File: config.mk
export PLATFORM = sky130hd
export DESIGN_NAME = load_store_unit
export DESIGN_NICKNAME = d
export VERILOG_FILES = /design/src/rtl/lsu_pkg.sv /design/src/rtl/lsu_lane_align.sv /design/src/rtl/load_store_unit.sv
export SDC_FILE = /design/constraint.sdc
export NUM_CORES = 1
export LEC_CHECK = 0
export CAP_MARGIN = 15
export CORE_AREA = 4 4 118 120
export CTS_BUF_LIST = sky130_fd_sc_hd__clkbuf_4 sky130_fd_sc_hd__clkbuf_8
export CTS_CLUSTER_DIAMETER = 40
export DETAILED_ROUTE_END_ITERATION = 7
export DIE_AREA = 0 0 122 124
export PLACE_DENSITY = 0.78
export RECOVER_POWER = 100
export SYNTH_ARGS = -nofsm -noshare
export SYNTH_HDL_FRONTEND = slang
export SYNTH_SLANG_ARGS = --single-unit
File: constraint.sdc
create_clock -name clk_i -period 2.25 [get_ports clk_i]
set_clock_uncertainty 0.05 [all_clocks]
set_input_delay 0.225 -clock clk_i [delete_from_list [all_inputs] [get_ports clk_i]]
set_output_delay 0.225 -clock clk_i [all_outputs]
set_load 0.005 [all_outputs]
File: src/rtl/lsu_pkg.sv
// Shared constants, state encoding and extension helper for the RV32I load/store unit.
// Defining LSU_MISALIGNED_TRAP_EN makes misaligned half/word accesses fault instead of being force-aligned.
package lsu_pkg;

  localparam logic [2:0] FUNCT3_LB  = 3'b000;
  localparam logic [2:0] FUNCT3_LH  = 3'b001;
  localparam logic [2:0] FUNCT3_LW  = 3'b010;
  localparam logic [2:0] FUNCT3_LBU = 3'b100;
  localparam logic [2:0] FUNCT3_LHU = 3'b101;
  localparam logic [2:0] FUNCT3_SB  = 3'b000;
  localparam logic [2:0] FUNCT3_SH  = 3'b001;
  localparam logic [2:0] FUNCT3_SW  = 3'b010;

  localparam logic [3:0] SEL_NONE    = 4'b0000;
  localparam logic [3:0] SEL_BYTE0   = 4'b0001;
  localparam logic [3:0] SEL_HALF_LO = 4'b0011;
  localparam logic [3:0] SEL_HALF_HI = 4'b1100;
  localparam logic [3:0] SEL_WORD    = 4'b1111;

`ifdef LSU_MISALIGNED_TRAP_EN
  localparam bit MISALIGNED_TRAP_EN = 1'b1;
`else
  localparam bit MISALIGNED_TRAP_EN = 1'b0;
`endif

  typedef enum logic [1:0] {
    LSU_IDLE    = 2'b00,
    LSU_BUS     = 2'b01,
    LSU_BACKOFF = 2'b10,
    LSU_DONE    = 2'b11
  } lsu_state_e;

  // Byte or half extension to 32 bits; sign_en selects sign fill over zero fill.
  function automatic logic [31:0] lsu_extend(input logic [15:0] val,
                                             input logic        is_half,
                                             input logic        sign_en);
    logic [31:0] res;
    if (is_half) begin
      res = {{16{sign_en & val[15]}}, val};
    end else begin
      res = {{24{sign_en & val[7]}}, val[7:0]};
    end
    return res;
  endfunction

endpackage

File: src/rtl/lsu_lane_align.sv
// Combinational byte-lane steering: store lanes/data, load extraction/extension and access legality.
module lsu_lane_align
  import lsu_pkg::*;
(
  input  logic [2:0]  funct3_i,
  input  logic        store_i,
  input  logic [1:0]  addr_lo_i,
  input  logic [31:0] wdata_i,
  input  logic [31:0] dat_i,
  output logic [3:0]  sel_o,
  output logic [31:0] sdata_o,
  output logic [31:0] ldata_o,
  output logic        illegal_o,
  output logic        misaligned_o
);

  logic [7:0]  ld_byte_s;
  logic [15:0] ld_half_s;

  assign ld_byte_s = dat_i[{addr_lo_i, 3'b000} +: 8];
  assign ld_half_s = dat_i[{addr_lo_i[1], 4'b0000} +: 16];

  // Lane select, replication and extension per access size; half/word ignore low address bits.
  always_comb begin
    sel_o        = SEL_NONE;
    sdata_o      = 32'h0000_0000;
    ldata_o      = 32'h0000_0000;
    illegal_o    = 1'b0;
    misaligned_o = 1'b0;
    case (funct3_i)
      FUNCT3_LB: begin
        sel_o   = SEL_BYTE0 << addr_lo_i;
        sdata_o = {4{wdata_i[7:0]}};
        ldata_o = lsu_extend({8'h00, ld_byte_s}, 1'b0, 1'b1);
      end
      FUNCT3_LH: begin
        sel_o        = addr_lo_i[1] ? SEL_HALF_HI : SEL_HALF_LO;
        sdata_o      = {2{wdata_i[15:0]}};
        ldata_o      = lsu_extend(ld_half_s, 1'b1, 1'b1);
        misaligned_o = MISALIGNED_TRAP_EN & addr_lo_i[0];
      end
      FUNCT3_LW: begin
        sel_o        = SEL_WORD;
        sdata_o      = wdata_i;
        ldata_o      = dat_i;
        misaligned_o = MISALIGNED_TRAP_EN & (addr_lo_i != 2'b00);
      end
      FUNCT3_LBU: begin
        sel_o     = SEL_BYTE0 << addr_lo_i;
        ldata_o   = lsu_extend({8'h00, ld_byte_s}, 1'b0, 1'b0);
        illegal_o = store_i;
      end
      FUNCT3_LHU: begin
        sel_o        = addr_lo_i[1] ? SEL_HALF_HI : SEL_HALF_LO;
        ldata_o      = lsu_extend(ld_half_s, 1'b1, 1'b0);
        illegal_o    = store_i;
        misaligned_o = MISALIGNED_TRAP_EN & addr_lo_i[0];
      end
      default: begin
        illegal_o = 1'b1;
      end
    endcase
  end

endmodule

File: src/rtl/load_store_unit.sv
// Wishbone B4 classic initiator executing one RV32I load/store per request, with rty_i retry and fault reporting.
// Optional LSU_MISALIGNED_TRAP_EN turns misaligned half/word accesses into faults without a bus cycle.
module load_store_unit
  import lsu_pkg::*;
#(
  parameter int unsigned MAX_RETRIES = 3
) (
  input  logic        clk_i,
  input  logic        rst_i,
  input  logic        req_i,
  input  logic        store_i,
  input  logic [2:0]  funct3_i,
  input  logic [31:0] addr_i,
  input  logic [31:0] wdata_i,
  output logic        busy_o,
  output logic        done_o,
  output logic        fault_o,
  output logic [31:0] rdata_o,
  output logic        cyc_o,
  output logic        stb_o,
  output logic        we_o,
  output logic [31:0] adr_o,
  output logic [3:0]  sel_o,
  output logic [31:0] dat_o,
  input  logic [31:0] dat_i,
  input  logic        ack_i,
  input  logic        err_i,
  input  logic        rty_i
);

  localparam int unsigned RW = (MAX_RETRIES > 0) ? $clog2(MAX_RETRIES + 1) : 1;
  localparam logic [RW-1:0] RETRY_LIMIT = RW'(MAX_RETRIES);

  lsu_state_e    state_q, state_d;
  logic [RW-1:0] retry_q, retry_d;
  logic [2:0]    funct3_q, funct3_d;
  logic [1:0]    addr_lo_q, addr_lo_d;
  logic          we_q, we_d;
  logic          cyc_q, cyc_d;
  logic          busy_q, busy_d;
  logic          done_q, done_d;
  logic          fault_q, fault_d;
  logic [31:0]   adr_q, adr_d;
  logic [3:0]    sel_q, sel_d;
  logic [31:0]   dat_q, dat_d;
  logic [31:0]   rdata_q, rdata_d;

  logic          accept_s;
  logic [2:0]    al_funct3_s;
  logic          al_store_s;
  logic [1:0]    al_addr_lo_s;
  logic [3:0]    al_sel_s;
  logic [31:0]   al_sdata_s;
  logic [31:0]   al_ldata_s;
  logic          al_illegal_s;
  logic          al_misaligned_s;

  // The aligner sees the incoming request while one can be accepted, the captured access otherwise.
  assign accept_s     = (state_q == LSU_IDLE) || (state_q == LSU_DONE);
  assign al_funct3_s  = accept_s ? funct3_i : funct3_q;
  assign al_store_s   = accept_s ? store_i : we_q;
  assign al_addr_lo_s = accept_s ? addr_i[1:0] : addr_lo_q;

  lsu_lane_align u_lane_align (
    .funct3_i     (al_funct3_s),
    .store_i      (al_store_s),
    .addr_lo_i    (al_addr_lo_s),
    .wdata_i      (wdata_i),
    .dat_i        (dat_i),
    .sel_o        (al_sel_s),
    .sdata_o      (al_sdata_s),
    .ldata_o      (al_ldata_s),
    .illegal_o    (al_illegal_s),
    .misaligned_o (al_misaligned_s)
  );

  // Next-state and next-output logic; DONE accepts a new request just like IDLE.
  always_comb begin
    state_d   = state_q;
    retry_d   = retry_q;
    funct3_d  = funct3_q;
    addr_lo_d = addr_lo_q;
    we_d      = we_q;
    cyc_d     = cyc_q;
    busy_d    = busy_q;
    done_d    = 1'b0;
    fault_d   = fault_q;
    adr_d     = adr_q;
    sel_d     = sel_q;
    dat_d     = dat_q;
    rdata_d   = rdata_q;
    case (state_q)
      LSU_IDLE, LSU_DONE: begin
        retry_d = {RW{1'b0}};
        cyc_d   = 1'b0;
        busy_d  = 1'b0;
        if (req_i) begin
          funct3_d  = funct3_i;
          addr_lo_d = addr_i[1:0];
          we_d      = store_i;
          adr_d     = {addr_i[31:2], 2'b00};
          sel_d     = al_sel_s;
          dat_d     = al_sdata_s;
          if (al_illegal_s || al_misaligned_s) begin
            state_d = LSU_DONE;
            done_d  = 1'b1;
            fault_d = 1'b1;
          end else begin
            state_d = LSU_BUS;
            cyc_d   = 1'b1;
            busy_d  = 1'b1;
          end
        end else begin
          state_d = LSU_IDLE;
        end
      end
      LSU_BUS: begin
        if (ack_i) begin
          state_d = LSU_DONE;
          cyc_d   = 1'b0;
          busy_d  = 1'b0;
          done_d  = 1'b1;
          fault_d = 1'b0;
          if (!we_q) begin
            rdata_d = al_ldata_s;
          end else begin
            rdata_d = rdata_q;
          end
        end else if (err_i) begin
          state_d = LSU_DONE;
          cyc_d   = 1'b0;
          busy_d  = 1'b0;
          done_d  = 1'b1;
          fault_d = 1'b1;
        end else if (rty_i) begin
          cyc_d = 1'b0;
          if (retry_q < RETRY_LIMIT) begin
            retry_d = retry_q + RW'(1);
            state_d = LSU_BACKOFF;
          end else begin
            state_d = LSU_DONE;
            busy_d  = 1'b0;
            done_d  = 1'b1;
            fault_d = 1'b1;
          end
        end else begin
          state_d = LSU_BUS;
        end
      end
      LSU_BACKOFF: begin
        state_d = LSU_BUS;
        cyc_d   = 1'b1;
      end
      default: begin
        state_d = LSU_IDLE;
        cyc_d   = 1'b0;
        busy_d  = 1'b0;
      end
    endcase
  end

  // State and output registers; reset abandons any bus cycle without a completion pulse.
  always_ff @(posedge clk_i) begin
    if (rst_i) begin
      state_q   <= LSU_IDLE;
      retry_q   <= {RW{1'b0}};
      funct3_q  <= 3'b000;
      addr_lo_q <= 2'b00;
      we_q      <= 1'b0;
      cyc_q     <= 1'b0;
      busy_q    <= 1'b0;
      done_q    <= 1'b0;
      fault_q   <= 1'b0;
      adr_q     <= 32'h0000_0000;
      sel_q     <= 4'b0000;
      dat_q     <= 32'h0000_0000;
      rdata_q   <= 32'h0000_0000;
    end else begin
      state_q   <= state_d;
      retry_q   <= retry_d;
      funct3_q  <= funct3_d;
      addr_lo_q <= addr_lo_d;
      we_q      <= we_d;
      cyc_q     <= cyc_d;
      busy_q    <= busy_d;
      done_q    <= done_d;
      fault_q   <= fault_d;
      adr_q     <= adr_d;
      sel_q     <= sel_d;
      dat_q     <= dat_d;
      rdata_q   <= rdata_d;
    end
  end

  assign cyc_o   = cyc_q;
  assign stb_o   = cyc_q;
  assign we_o    = we_q;
  assign adr_o   = adr_q;
  assign sel_o   = sel_q;
  assign dat_o   = dat_q;
  assign busy_o  = busy_q;
  assign done_o  = done_q;
  assign fault_o = fault_q;
  assign rdata_o = rdata_q;

endmodule

==> results.sh <==
export IMPL_min_period_ns=2.32
export IMPL_critical_path_arrival_ns=2.55
export IMPL_clk_pin_slew_ns=0.11
export IMPL_hold_class="input port to flip-flop"
export IMPL_hold_buffers=0
export IMPL_first_pass_iters=6
export IMPL_rows=42
export IMPL_grt_overflow_total=0
export IMPL_fp_dieArea_sq_mm=0.0151
export IMPL_outcome="finished, violations left"
export IMPL_yosysTopAreaCell="dfxtp_1"
export IMPL_slew_headroom_pct=23.8
export IMPL_endpoint_kind="flip-flop"
export IMPL_p_leak_nw=3.21
export IMPL_intPower_mw=4.46
export IMPL_hold_start="rst_i"
export IMPL_hpwl_um=12900
export IMPL_syn_avg_cell_area_sq_um=8.62
export IMPL_startpoint_type="flip-flop"
export IMPL_final_antenna_net_count=0
export IMPL_post_route_period_util_pct=103
export IMPL_worst_hold_path_endpoint="busy_o"
export IMPL_violations="negative setup slack"
export IMPL_num_antenna_cells=0
export IMPL_ys_ff_latch=112
export IMPL_final_common_cell="dfxtp_1"
export IMPL_ios=212
export IMPL_synthSimpleGateAreaFrac_pct=16.7
export IMPL_post_route_util_pct=60.8
export IMPL_vdd_drop_max_v=0.000511
export IMPL_tightest_slew_ns=1.14
export IMPL_worst_path_max_fanout=8
export IMPL_max_freq_mhz=432
export IMPL_wire_per_inst_um=18.0
export IMPL_nets=914
export IMPL_antenna_found_initial=0
export IMPL_p_seq_share_pct=34.6
export IMPL_p_clk_share_pct=16.1
export IMPL_synthTopCellsByArea="dfxtp_1, nand2_1, a21oi_1, nor2_1, mux4_2"
export IMPL_hold_slack_ns=0.246
export IMPL_crit_type="flip-flop to flip-flop"
export IMPL_synth_xor_area_share_pct=0.349
export IMPL_synth_compound_area_share_pct=23.8
export IMPL_switching_share_pct=36.9
export IMPL_seq_area_frac_synth_pct=44.7
export IMPL_layout_common_cells="dfxtp_1, clkdlybuf4s50_1, dlygate4sd3_1"
export IMPL_numPortBuffers=209
export IMPL_grt_pass1_wl_um=27000
export IMPL_via_per_inst=5.46
export IMPL_grt_setup_unrepaired="true"
export IMPL_cts_htree_levels=3
export IMPL_netlist_area_sq_mm=0.00502
export IMPL_synth_cell_types=51
export IMPL_gp_congestion=0.865
export IMPL_layout_drive_gt1_share_pct=15.8
export IMPL_vias=5382
export IMPL_yosys_warnings=0
export IMPL_pwr_share_comb_pct=49.3
export IMPL_clock_path_buffers=2
export IMPL_synth_top_area_share_pct=44.7
export IMPL_p_sw_mw=2.61
export IMPL_area_growth_pct=57.3
export IMPL_initial_core_util_pct=38.7
export IMPL_clock_sinks=112
export IMPL_setup_viol=17
export IMPL_worstPathRequired_ns=2.49
export IMPL_fin_ws_ns=-0.0662
export IMPL_timing_rr_end="rdata_o[25]"
export IMPL_coreArea_sq_mm=0.0130
export IMPL_synth_area_mux_share_pct=8.05
export IMPL_die_width_um=122
export IMPL_cts_tree="done"
export IMPL_final_max_slew_viol_count=0
export IMPL_first_global_vias=5339
export IMPL_r2r_start="state_q[0]"
export IMPL_drt_total_wl_um=17800
export IMPL_dieHeight_um=124
export IMPL_syn_inst=582
export IMPL_r2r_cells=8
export IMPL_drt_initial_drc_count=442
export IMPL_synth_fa_ha_area_share_pct=0.748
export IMPL_grtUsageTotal_pct=22.6
export IMPL_r2r_slack_ns=-0.07
export IMPL_cts_buffers=9
export IMPL_cts_root_buf="clkbuf_8"
export IMPL_drc=0
export IMPL_clkLatencyLatePin_ns=0.39
export IMPL_worstHoldPathCells=2
export IMPL_crit_start="state_q[0]"
export IMPL_drv_cap=0
export IMPL_powerDensity_mw_per_mm2=896
export IMPL_hold_violations=0
export IMPL_synth_top_family_by_area="compound AO/OA/AOI/OAI gates"
export IMPL_grt_max_degree=48
[stage by stage]
step | worst slack (ns) | power [mW] | instances | setup TNS (ns) | instance area, sq um
finish | -0.0662 | 7.07 | 986 | -0.733 | 7890
global route | -0.136 | 7.49 | 986 | -4.32 | 7890
CTS | -0.0217 | 7.09 | 984 | -0.0816 | 7800
detailed placement | -0.174 | 5.82 | 965 | -4.00 | 7550
global placement | -0.0778 | 5.73 | 965 | -1.53 | 7550
floorplan | -0.0279 | 4.31 | 583 | -0.432 | 5070
[power by group through the flow]
| stage | sequential (mW) | combinational (mW) | clock, mW |
|---|---|---|---|
| floorplan | 2.49 | 1.82 | 0 |
| global placement | 2.48 | 3.25 | 0 |
| detailed placement | 2.50 | 3.32 | 0 |
| global route | 2.48 | 3.75 | 1.25 |
| CTS | 2.46 | 3.46 | 1.17 |
| finish | 2.45 | 3.49 | 1.14 |
[metal layers]
layer	up-vias	part of all wire [%]	global-route usage (%)
li1	2528	-	-
met1	2511	38	25.6
met2	297	48	38.3
met3	46	12	8.76
met4	0	2.9	9.31
met5	-	0	0
[kinds of logic after synthesis]
kind of cell,after synthesis
simple gates,197
compound gates,182
flops,112
buf+inv,59
mux,26
fa+ha+maj,3
xor+xnor,2
other cells,1
[critical path, stage by stage, from the launching register on]
cell and delay [ns]:
dfxtp_2 0.35, inv_2 0.04, ha_4 0.31, buf_6 0.12, mux2i_4 0.33, mux4_2 0.41, a32o_2 0.35, a21oi_1 0.15
o21ai_1 0.08
[Yosys cell counts, drive strengths merged]
| cell | n |
|---|---|
| a211oi | 12 |
| or3b | 2 |
| nand2 | 104 |
| and2 | 1 |
| a32o | 1 |
| nor4b | 1 |
| o21ai | 28 |
| a311oi | 1 |
| nor3b | 2 |
| nand4 | 1 |
| ha | 3 |
| o22ai | 2 |
| nand2b | 4 |
| a21oi | 74 |
| nor4 | 1 |
| nor3 | 16 |
| a21o | 2 |
| or3 | 2 |
| nand3b | 1 |
| a32oi | 2 |
| mux2 | 5 |
| dfxtp | 112 |
| inv | 10 |
| nand3 | 1 |
| conb | 1 |
| o2bb2ai | 8 |
| mux4 | 8 |
| a31oi | 4 |
| or2 | 2 |
| o31ai | 3 |
| mux2i | 13 |
| buf | 20 |
| a222oi | 13 |
| nor2b | 1 |
| a221oi | 7 |
| nor2 | 58 |
| clkbuf | 29 |
| a22o | 4 |
| xor2 | 2 |
| a22oi | 21 |
[final cells by class]
class / count / area [sq um]
timing repair buffer: 259 / 2540
tap: 176 / 220
fill: 1115 / 5090
multi-input combinational: 413 / 2670
clock inverter: 4 / 27.5
inverter: 10 / 37.5
clock buffer: 12 / 153
sequential: 112 / 2240
[worst max path at each step]
stage / to / slack [ns] / cells past startpoint
2_1_floorplan: rdata_o[6] / -0.03 / 9
3_3_place_gp: rdata_o[21] / -0.08 / 8
3_5_place_dp: rdata_o[12] / -0.17 / 9
4_1_cts: rdata_o[19] / -0.02 / 7
5_1_grt: rdata_o[31] / -0.14 / 8
6_report: rdata_o[25] / -0.07 / 8
[state kept, by name (all words and copies together), names as in the netlist]
name and count:
addr_lo_q 2, adr_o 30, busy_o 1, cyc_o 1, dat_o 32, done_o 1, fault_o 1, funct3_q 3
rdata_o 32, retry_q 2, sel_o 4, state_q 2, we_o 1
[repair_timing]
item | 4_1_cts | 5_1_grt
cloned | 1 | 0
gates resized for setup | 13 | 27
endpoints found under the hold margin | 0 | 0
pin swaps | 2 | 12
endpoints found under the setup margin | 48 | 44
buffers inserted | 2 | 2
Note: power is estimated with default switching activity, not from simulation.
